==> config.mk <==
export PLATFORM = sky130hd
export DESIGN_NAME = wash_cycle_ctrl
export DESIGN_NICKNAME = d
export VERILOG_FILES = /design/src/rtl/wash_cycle_ctrl.sv
export SDC_FILE = /design/constraint.sdc
export NUM_CORES = 1
export LEC_CHECK = 0
export CAP_MARGIN = 0
export CORE_ASPECT_RATIO = 1.2
export CORE_MARGIN = 2
export CORE_UTILIZATION = 40
export DETAILED_ROUTE_END_ITERATION = 8
export PLACE_DENSITY_LB_ADDON = 0.08
export SLEW_MARGIN = 40
export SYNTH_ARGS = -nofsm -noshare
export SYNTH_HDL_FRONTEND = slang
export SYNTH_SLANG_ARGS = --single-unit
==> constraint.sdc <==
create_clock -name clk -period 6.4 [get_ports clk]
set_input_delay 0.64 -clock clk [delete_from_list [all_inputs] [get_ports clk]]
set_output_delay 0.64 -clock clk [all_outputs]
set_load 0.05 [all_outputs]
==> src/rtl/wash_cycle_ctrl.sv <==
// -----------------------------------------------------------------------------
// wash_cycle_ctrl
//
// Self-timed washing-machine cycle controller. A coin in IDLE starts the
// sequence FILL -> WASH -> RINSE -> [WASH -> RINSE] -> SPIN -> IDLE. Each phase
// lasts its *_SEC duration in seconds. One second is T = BASE_TICKS << freq_q
// clock cycles, counted by an internal prescaler.
//
// Ports
//   clk          in   clock
//   rst_n        in   asynchronous active-low reset
//   clk_freq     in   [1:0] clock-rate code, latched at coin acceptance
//   coin_in      in   level; starts a cycle when sampled high in IDLE
//   double_wash  in   request a second wash+rinse pass, latched at coin
//   timer_pause  in   freezes the timer, honoured in SPIN only
//   state        out  [2:0] IDLE=000 FILL=001 WASH=011 RINSE=111 SPIN=110
//   sec_left     out  [SEC_W-1:0] seconds left in the current phase (0 in IDLE)
//   wash_pass    out  1 during the second wash/rinse pass
//   busy         out  state != IDLE (combinational)
//   wash_done    out  one-cycle pulse on the first IDLE cycle after SPIN
//
// Handshake: there is no valid/ready pair. coin_in is a level that is consumed
// on any rising clk edge where state is IDLE. It is ignored in every other
// state, so holding it high restarts the machine on the wash_done cycle.
// -----------------------------------------------------------------------------
module wash_cycle_ctrl #(
  parameter int unsigned FILL_SEC   = 120,
  parameter int unsigned WASH_SEC   = 300,
  parameter int unsigned RINSE_SEC  = 120,
  parameter int unsigned SPIN_SEC   = 60,
  parameter int unsigned BASE_TICKS = 1000000,
  parameter int unsigned SEC_W      = 9
) (
  input  logic             clk,
  input  logic             rst_n,
  input  logic [1:0]       clk_freq,
  input  logic             coin_in,
  input  logic             double_wash,
  input  logic             timer_pause,
  output logic [2:0]       state,
  output logic [SEC_W-1:0] sec_left,
  output logic             wash_pass,
  output logic             busy,
  output logic             wash_done
);

  // The prescaler must reach T-1 for the slowest rate code (<< 3).
  localparam int unsigned PW = $clog2(BASE_TICKS * 8);

  localparam logic [SEC_W-1:0] FILL_L  = SEC_W'(FILL_SEC);
  localparam logic [SEC_W-1:0] WASH_L  = SEC_W'(WASH_SEC);
  localparam logic [SEC_W-1:0] RINSE_L = SEC_W'(RINSE_SEC);
  localparam logic [SEC_W-1:0] SPIN_L  = SEC_W'(SPIN_SEC);

  typedef enum logic [2:0] {
    S_IDLE  = 3'b000,
    S_FILL  = 3'b001,
    S_WASH  = 3'b011,
    S_RINSE = 3'b111,
    S_SPIN  = 3'b110
  } state_e;

  state_e           state_q;
  logic [SEC_W-1:0] sec_q;
  logic             pass_q;
  logic             done_q;
  logic [PW-1:0]    pre_q;
  logic [PW-1:0]    pre_d;
  logic [1:0]       freq_q;
  logic             dbl_q;

  logic [PW-1:0]    tick_lim;
  logic             busy_w;
  logic             hold;
  logic             sec_tick;
  logic             phase_end;

  assign tick_lim  = PW'((BASE_TICKS << freq_q) - 1);
  assign busy_w    = (state_q != S_IDLE);
  // Pause only freezes SPIN. When it coincides with the final tick, the tick
  // is suppressed, so the phase holds with sec_left = 1.
  assign hold      = (state_q == S_SPIN) && timer_pause;
  assign sec_tick  = busy_w && (pre_q == tick_lim) && !hold;
  assign phase_end = sec_tick && (sec_q == SEC_W'(1));

  always_comb begin
    pre_d = pre_q;
    if (!busy_w || sec_tick) begin
      pre_d = '0;
    end else if (!hold) begin
      pre_d = pre_q + PW'(1);
    end
  end

  always_ff @(posedge clk or negedge rst_n) begin
    if (!rst_n) begin
      state_q <= S_IDLE;
      sec_q   <= '0;
      pass_q  <= 1'b0;
      done_q  <= 1'b0;
      pre_q   <= '0;
      freq_q  <= 2'b00;
      dbl_q   <= 1'b0;
    end else begin
      pre_q  <= pre_d;
      done_q <= 1'b0;
      if (sec_tick && !phase_end) begin
        sec_q <= sec_q - SEC_W'(1);
      end
      case (state_q)
        S_IDLE: begin
          if (coin_in) begin
            freq_q  <= clk_freq;
            dbl_q   <= double_wash;
            state_q <= S_FILL;
            sec_q   <= FILL_L;
          end
        end
        S_FILL: begin
          if (phase_end) begin
            state_q <= S_WASH;
            sec_q   <= WASH_L;
          end
        end
        S_WASH: begin
          if (phase_end) begin
            state_q <= S_RINSE;
            sec_q   <= RINSE_L;
          end
        end
        S_RINSE: begin
          if (phase_end) begin
            if (dbl_q && !pass_q) begin
              state_q <= S_WASH;
              sec_q   <= WASH_L;
              pass_q  <= 1'b1;
            end else begin
              state_q <= S_SPIN;
              sec_q   <= SPIN_L;
            end
          end
        end
        S_SPIN: begin
          if (phase_end) begin
            state_q <= S_IDLE;
            sec_q   <= '0;
            pass_q  <= 1'b0;
            done_q  <= 1'b1;
          end
        end
        default: begin
          state_q <= S_IDLE;
          sec_q   <= '0;
          pass_q  <= 1'b0;
        end
      endcase
    end
  end

  assign state     = state_q;
  assign sec_left  = sec_q;
  assign wash_pass = pass_q;
  assign wash_done = done_q;
  assign busy      = busy_w;

endmodule

==> reports/metrics.csv, run 1 <==
metric,value,unit
status,"complete, no violations",
crit_family,simple AND/OR/NAND/NOR gates,
synth_common_cells,"dfrtp_1, nand2_1, nor2_1",
gp_congestion,0.7800,
worst-path-buf-inv,0,
timing.final.max_slew_violations,0,
die_h,94.38,um
netlist_top_cells_area,"dfrtp_1, xor2_1, nand2_1",
numCtsBuffers,5,
grt_overflow,0,
synth_top_area_frac,0.3676,
ys_ff_latch,40,
final.period_utilization,0.5320,
clock_latency,0.30,ns
antenna_found_initial,0,
grt.total_usage,0.1916,
worstPathRequired,6.57,ns
fp-row-count,32,
placedInstanceArea,2972,sq um
min_path_type,in2async,
cap_violations,0,
grt_max_degree,41,
finalPower,607.6,uW
end_kind,flip-flop,
ant_nets,0,
pwr_density_cell,197.6,nW/um^2
syn_area,2723,sq um
crit_path_start_kind,flip-flop,
io_buffers,21,
register_area,1001,sq um
cts-root-buf,clkbuf_8,
yosysMostFrequentCell,dfrtp_1,
ys_warn_count,0,
netlist_instances,304,
fin_setup_tns,0,ns
syn_area_per_cell,8.956,sq um
ios,22,
clkTransAtPathRegs,0.09,ns
syn_nets,321,
critPathKind,reg2reg,
grt_pass1_wl,11170,um
vias_per_cell,5.549,
ys_types,62,
fin_nets,337,
cts_sinks,40,
cts_tree,yes,
setup_violations,0,
ir_drop,0.08439,mV
hold_viol,0,
p_leak,0.001248,uW
hold_buffers,0,
dieArea,7485,sq um
fmaxAchievable,0.2937,GHz
crit_path_max_incr_delay,0.90,ns
n_antenna_cell,0,
cp.arrival,3.58,ns
area_growth,12.96,%
ys_seq_area_frac,0.3676,
cts.path.max_buffers,2,
rsz0062_at_grt,no,
drive_above_1_share,0.08100,
drt_wl_total,6353,um
critical_path.cell_chain,"or3_1, o211a_1, nand2_1, or4_2, o21ai_4, o21ai_0, o2bb2ai_1",
drc,0,
core-area,6526,sq um
vias,2253,
cts_resized,0,
design_area,3075,sq um
synth_edf_count,0,
yosys.area.top_type,dfrtp_1,
ys_async_sr_fraction,1.000,
skew,0.01092,ns
worst_slew_pin_slew,0.7722,ns
fill_cells,638,
period_needed,3.405,ns
slew-limit-headroom,0.4852,
synth_ff_type,dfrtp_1,
multi_input_area,1618,sq um
die_x,79.32,um
hpwl,4573,um
start_util,0.4172,
critPathSlowestCell,or4_2,
htreeDepth,2,
grt_pass1_vias,2112,
cts_setup_buffers,0,
wl_per_cell,15.65,um
drtIter0Drc,100,
cp_max_fo,24,
drtPass1Iterations,4,
==> flip-flops by register name, summed over array words and instances (netlist names) <==
register   count
sec_left       9
pre_q         23
dbl_q          1
freq_q         2
wash_pass      1
wash_done      1
state          3
==> power breakdown <==
group / switching (uW) / internal [uW] / leakage (uW)
Combinational: 63.3 / 48.6 / 0.000685
Sequential: 32.6 / 279 / 0.000519
Clock: 96.9 / 87.4 / 0.0000434
Total: 193 / 415 / 0.00125
==> stage by stage <==
step	util	instances	worst slack [ns]	hold slack [ns]
after global routing	0.4712	406	2.728	0.3651
after detailed placement	0.4553	398	2.729	0.5160
after floorplan	-	304	3.519	0.3444
after global placement	0.4538	398	2.490	0.5101
final	0.4712	406	2.995	0.3099
after CTS	0.4703	406	2.950	0.3332
==> cells by family after synthesis <==
logic type               count (synthesis)  synth area share
AND/OR/NAND/NOR                        147            0.3033
AO/OA/AOI/OAI                           55            0.1448
flip-flops                              40            0.3676
XOR/XNOR                                26           0.08364
buffers and inverters                   23           0.04319
adder cells (fa/ha/maj)                 10           0.04596
multiplexers                             3           0.01149
==> layer usage <==
metal  vias up  track usage  part of all wire
li1       1123            -                 -
met1      1090       0.2483              0.46
met2        34       0.3284              0.50
met3         6      0.03442             0.029
met4         0      0.05316             0.013
met5         -            0                 0
==> worst paths after layout <==
path,from,endpoint,slack (ns),depth (start not counted)
max,state[2],pre_q[22],3.00,7
min,rst_n,sec_left[1],0.31,1
max reg2reg,state[2],pre_q[22],3.00,7
min reg2reg,dbl_q,dbl_q,0.53,1
max in group asynchronous,rst_n,pre_q[12],5.71,1
min in group clk,dbl_q,dbl_q,0.53,1
==> cells in the final DEF (no fill, tap or decap), drive strengths merged, types with 3 or more instances in the layout <==
cell           count
nand3              8
nand2b             3
nor2              34
nor2b              3
nor3b              3
o31a               4
and2               3
nand2             34
and3               7
o22ai              3
nand4b             3
ha                10
nor3              14
or3                9
dfrtp             40
clkbuf             6
xnor2              7
xor2              19
o21ai             15
clkdlybuf4s50     20
nand4              7
nor4              11
a211oi             3
inv               10
a21oi             11
==> final cells by class <==
| class | count | area share |
|---|---|---|
| clock inverter | 2 | 0.004882 |
| timing repair buffer | 22 | 0.06998 |
| clock buffer | 6 | 0.02685 |
| sequential | 40 | 0.3255 |
| tap | 85 | 0.03458 |
| multi-input combinational | 241 | 0.5260 |
| inverter | 10 | 0.01221 |
Power figures use the tool's default switching activity.
==> run 2: changes to the inputs <==
==> constraint.sdc (replaced) <==
create_clock -name clk -period 3.3 [get_ports clk]
set_input_delay 0.33 -clock clk [delete_from_list [all_inputs] [get_ports clk]]
set_output_delay 0.33 -clock clk [all_outputs]
set_load 0.05 [all_outputs]
==> run 2 against run 1 <==
Setup slack got worse by 2.5 ns. Final area rose by 1.1%. Core utilization rose by 0.52 points. Worst hold slack worse by 0.30 ns. Register-to-register slack worse by 2.5 ns. Via count grew 2.2%. Critical path depth rose by 3. Global-route usage rose by 0.15 points. Largest power group unchanged.
==> reports/metrics.csv, run 2 (same netlist as run 1, synthesis figures left out) <==
metric,value,unit,change
die_x,79.32,um,unchanged
hpwl,4929,um,+7.8%
fin_setup_tns,0,ns,unchanged
layout_common_cells,"dfrtp_1, nand2_1, nor2_1",,
worst_slew_pin_slew,0.6493,ns,-0.1229 ns
hold_viol,0,,unchanged
postLayoutSetupSlackWorst,0.4651,ns,-2.530 ns
period_needed,2.835,ns,-0.5698 ns
setup_violations,0,,unchanged
layout_commonest_cell,dfrtp_1,,
finalPower,1159,uW,+91%
wl_per_cell,15.93,um,+1.8%
io_buffers,21,,unchanged
grt_pass1_wl,11340,um,+1.5%
clock_latency,0.29,ns,about the same
crit_path_start_kind,flip-flop,,
hold_buffers,0,,unchanged
critPathSlowestCell,or4_1,,
min_path_type,in2async,,
cp_max_fo,16,,-33%
cts.path.max_buffers,2,,unchanged
fp-row-count,32,,unchanged
skew,0.005516,ns,-0.005402 ns
worstPathRequired,3.48,ns,-3.09 ns
grt_overflow,0,,unchanged
die_h,94.38,um,unchanged
dp_slack,0.4557,ns,-2.273 ns
cts_tree,yes,,
cts_resized,0,,unchanged
vias,2303,,+2.2%
drtPass1Iterations,4,,unchanged
drtIter0Drc,117,,+17%
pwr_density_cell,372.6,nW/um^2,+89%
slew-limit-headroom,0.5631,,+0.07792
drc,0,,unchanged
ir_drop,0.1863,mV,+120%
ant_nets,0,,unchanged
core-area,6526,sq um,unchanged
fill_cells,629,,-1.4%
cts_sinks,40,,unchanged
grt.total_usage,0.1931,,+0.001538
status,"complete, no violations",,
n_antenna_cell,0,,unchanged
timing.final.max_slew_violations,0,,unchanged
end_kind,flip-flop,,
largest_register_ffs,23,,unchanged
p_leak,0.001279,uW,+2.5%
vias_per_cell,5.590,,+0.73%
ios,22,,unchanged
antenna_found_initial,0,,unchanged
grt_max_degree,41,,unchanged
dieArea,7485,sq um,unchanged
fmaxAchievable,0.3527,GHz,+20%
rsz0062_at_grt,no,,
cap_violations,0,,unchanged
critical_path.cell_chain,"inv_1, ha_1, or2_1, a211oi_2, a31oi_1, or4_1, buf_4, nor2_1, o22ai_1, o31a_1",,
clkTransAtPathRegs,0.08,ns,about the same
start_util,0.4172,,unchanged
worst-r2r-cell-count,10,,+3
cts-root-buf,clkbuf_8,,
critPathKind,reg2reg,,
largest-register,pre_q,,
final.period_utilization,0.8591,,+0.3271
cp.arrival,3.01,ns,-0.57 ns
cts_setup_buffers,0,,unchanged
fin_nets,343,,+1.8%
drive_above_1_share,0.09174,,+0.01075
grt_pass1_vias,2218,,+5.0%
r2r_setup_slack,0.47,ns,-2.53 ns
gp_congestion,0.8284,,+6.2%
area_growth,14.20,%,
crit_path_max_incr_delay,0.53,ns,-0.37 ns
numCtsBuffers,5,,unchanged
htreeDepth,2,,unchanged
drt_wl_total,6563,um,+3.3%
run 2: per-layer routing:
| layer | part of all wire | global-route usage |
|---|---|---|
| met5 | 0 | 0 |
| met4 | 0.016 | 0.05460 |
| met2 | 0.51 | 0.3355 |
| met3 | 0.026 | 0.02964 |
| met1 | 0.44 | 0.2492 |
run 2: cell type report:
| class | instances | area (sq um) | area share |
|---|---|---|---|
| Inverter | 10 | 37.54 | 0.01207 |
| Clock buffer | 5 | 68.82 | 0.02213 |
| Tap cell | 85 | 106.4 | 0.03421 |
| Clock inverter | 3 | 18.77 | 0.006036 |
| Timing Repair Buffer | 28 | 272.8 | 0.08773 |
| Sequential cell | 40 | 1001 | 0.3219 |
| Multi-Input combinational cell | 241 | 1604 | 0.5159 |
run 2: worst paths after layout:
kind                           start          end
setup / recovery           freq_q[0]  sec_left[4]
hold / removal                 rst_n    pre_q[14]
setup reg to reg           freq_q[0]  sec_left[4]
hold reg to reg                dbl_q        dbl_q
max in group asynchronous      rst_n    pre_q[10]
min in group clk               dbl_q        dbl_q
run 2: worst max-delay path, delay by kind of cell (launching register included):
kind | cells | cell delay (ns)
AND/OR/NAND/NOR | 3 | 1.15
buffers and inverters | 2 | 0.35
AO/OA/AOI/OAI | 4 | 0.56
adder cells (fa/ha/maj) | 1 | 0.26
flip-flops | 1 | 0.40
run 2: metrics by stage:
step | area [sq um] | instances | hold slack (ns) | util
CTS | 3109 | 412 | 0.03405 | 0.4764
finish | 3109 | 412 | 0.01230 | 0.4764
floorplan | 2723 | 304 | 0.03441 | -
detailed placement | 3022 | 404 | 0.3540 | 0.4630
global route | 3109 | 412 | 0.06177 | 0.4764
global placement | 3019 | 404 | 0.5096 | 0.4626
run 2: report_power, final:
group / switching [uW] / internal [uW]
logic: 127 / 94.9
clock network: 183 / 148
registers: 65.8 / 541
total: 375 / 783
==> run 3: changes to the inputs <==
==> constraint.sdc (replaced) <==
create_clock -name clk -period 2.6 [get_ports clk]
set_input_delay 0.26 -clock clk [delete_from_list [all_inputs] [get_ports clk]]
set_output_delay 0.26 -clock clk [all_outputs]
set_load 0.05 [all_outputs]
==> run 3 against run 2 <==
The flow now finishes with violations (setup timing). Critical path depth is 1 higher. Final area increased by 16%. Via count up 5.2%. Sequential cell count stayed put. Worst hold slack better by 0.47 ns. Combinational power increased by 56%. Fmax up 8.1%. Global-route usage is 0.061 points higher. Cell count is 9.5% higher.
==> reports/metrics.csv, run 3 (same netlist as run 1, synthesis figures left out) <==
metric,value,unit,change
ir_drop,0.4240,mV,+130%
wl_per_cell,15.32,um,-3.8%
pwr_density_cell,431.7,nW/um^2,+16%
pwr-share-clk,0.285,,about the same
r2r-start,freq_q[0],,
design_area,3608,sq um,+16%
die_h,94.38,um,unchanged
fin_nets,382,,+11%
vias,2422,,+5.2%
cts-root-buf,clkbuf_8,,
largest_register_ffs,23,,unchanged
min_path_type,in2async,,
slew-limit-headroom,0.5928,,+0.02969
cp_max_fo,6,,-10
critPathKind,reg2reg,,
worst-r2r-cell-count,11,,+1
cts.path.max_buffers,2,,unchanged
fmaxAchievable,0.3813,GHz,+8.1%
drtPass1Iterations,4,,unchanged
cap_violations,0,,unchanged
grt_overflow,0,,unchanged
gp_congestion,0.8008,,-3.3%
ant_nets,0,,unchanged
layout_common_cells,"buf_4, dfrtp_1, nand2_1",,
setup_violations,3,,+3
crit_start,freq_q[0],,
fp-row-count,32,,unchanged
core-area,6526,sq um,unchanged
cp.arrival,2.83,ns,-0.18 ns
numCtsBuffers,5,,unchanged
cts_sinks,40,,unchanged
drc,0,,unchanged
clock_latency,0.30,ns,about the same
timing.hold.ws,0.4831,ns,+0.4708 ns
area_growth,32.54,%,
n_antenna_cell,0,,unchanged
dieArea,7485,sq um,unchanged
finalPower,1558,uW,+34%
crit_path_max_incr_delay,0.55,ns,+0.02 ns
placedInstanceArea,3249,sq um,+7.5%
grt_pass1_wl,11250,um,-0.85%
end_kind,flip-flop,,
cpMostUsedCell,buf_6,,
hpwl,5022,um,+1.9%
period_needed,2.622,ns,-0.2126 ns
worst-path-buf-inv,3,,+1
swShare,0.3148,,-0.009189
critical_path.cell_chain,"buf_6, ha_4, or3_4, nand2_4, nand2b_4, or4_4, buf_6, buf_6, nor4_4, nor2_1, a221oi_2",,
fin_setup_tns,-0.02750,ns,-0.02750 ns
drtIter0Drc,100,,-15%
grt_pass1_vias,2321,,+4.6%
htreeDepth,2,,unchanged
comb_power_share,0.222,,+0.031
layout_commonest_cell,buf_4,,
worst_slew_pin_slew,0.6052,ns,-0.04413 ns
hold_viol,0,,unchanged
violations,setup timing,,
drt_wl_total,6910,um,+5.3%
ios,22,,unchanged
power.internal,1067,uW,+36%
worst-path-stages,11,,+1
final_util,0.5529,,+0.07650
final.period_utilization,1.009,,+0.1495
crit_path_start_kind,flip-flop,,
cts_tree,yes,,
drive_above_1_share,0.2568,,+0.1651
skew,0.007980,ns,+0.002464 ns
grt.total_usage,0.1937,,+0.0006059
antenna_found_initial,0,,unchanged
vias_per_cell,5.370,,-3.9%
p_leak,0.001511,uW,+18%
die_x,79.32,um,unchanged
r2r_setup_slack,-0.02,ns,-0.49 ns
seqPwrFrac,0.493,,-0.030
crit_path_end,sec_left[8],,
timing.final.max_slew_violations,0,,unchanged
crit_family,simple AND/OR/NAND/NOR gates,,
critPathSlowestCell,or4_4,,
grt_max_degree,41,,unchanged
start_util,0.4172,,unchanged
status,finished with violations,,
clkTransAtPathRegs,0.08,ns,about the same
r2r-end,sec_left[8],,
rsz0062_at_grt,yes,,
io_buffers,21,,unchanged
postLayoutSetupSlackWorst,-0.02238,ns,-0.4874 ns
power_switching,490.4,uW,+31%
largest-register,pre_q,,
worstPathRequired,2.81,ns,-0.67 ns
-- run 3: power groups by stage --
stage	registers, uW	logic, uW	clock network, uW
2_1_floorplan	781	186	0
3_3_place_gp	773	304	0
3_5_place_dp	775	304	0
4_1_cts	765	323	467
5_1_grt	782	392	486
6_report	768	346	444
-- run 3: cell type report --
type / instances / area [sq um]
Multi-Input combinational cell: 241 / 1775
Fill cell: 592 / 2918
Tap cell: 85 / 106.4
Timing Repair Buffer: 67 / 590.6
Inverter: 10 / 37.54
Sequential cell: 40 / 1005
Clock buffer: 7 / 86.33
Clock inverter: 1 / 7.507
-- run 3: repair_timing --
| item | in CTS | in global routing |
|---|---|---|
| hold endpoints to repair | 40 | 0 |
| resized for setup | 16 | 27 |
| hold buffers | 1 | 0 |
| endpoints found under the setup margin | 9 | 28 |
| gates cloned | 1 | 0 |
| pin swaps | 5 | 11 |
| setup buffers | 4 | 4 |
-- run 3: worst reg2reg max path: stages, from the launching register on --
cell      delay [ns]
dfrtp_1         0.40
buf_6           0.14
ha_4            0.17
or3_4           0.38
nand2_4         0.09
nand2b_4        0.06
or4_4           0.55
buf_6           0.16
buf_6           0.13
nor4_4          0.20
nor2_1          0.08
a221oi_2        0.18
-- run 3: worst min path at each step --
stage,from,slack (ns),cells past startpoint,end
floorplan,rst_n,-0.04,0,dbl_q
CTS,rst_n,0.50,2,sec_left[8]
global placement,rst_n,0.47,1,sec_left[0]
detailed placement,rst_n,0.28,1,sec_left[0]
finish,rst_n,0.48,2,sec_left[8]
global route,rst_n,0.54,2,sec_left[8]
-- run 3: stage by stage --
| stage | setup slack (ns) | cells |
|---|---|---|
| final | -0.02238 | 451 |
| after global routing | -0.1824 | 451 |
| after CTS | 0.001996 | 447 |
| after detailed placement | -0.1578 | 433 |
| after global placement | -0.1657 | 433 |
| after floorplan | 0.008095 | 304 |
-- run 3: per-layer routing --
metal,vias to the layer above,wire length [um],global-route usage
met3,9,198,0.02581
met4,0,115,0.05747
met1,1166,2906,0.2317
met2,39,3690,0.3595
li1,1208,-,-
met5,-,0,0
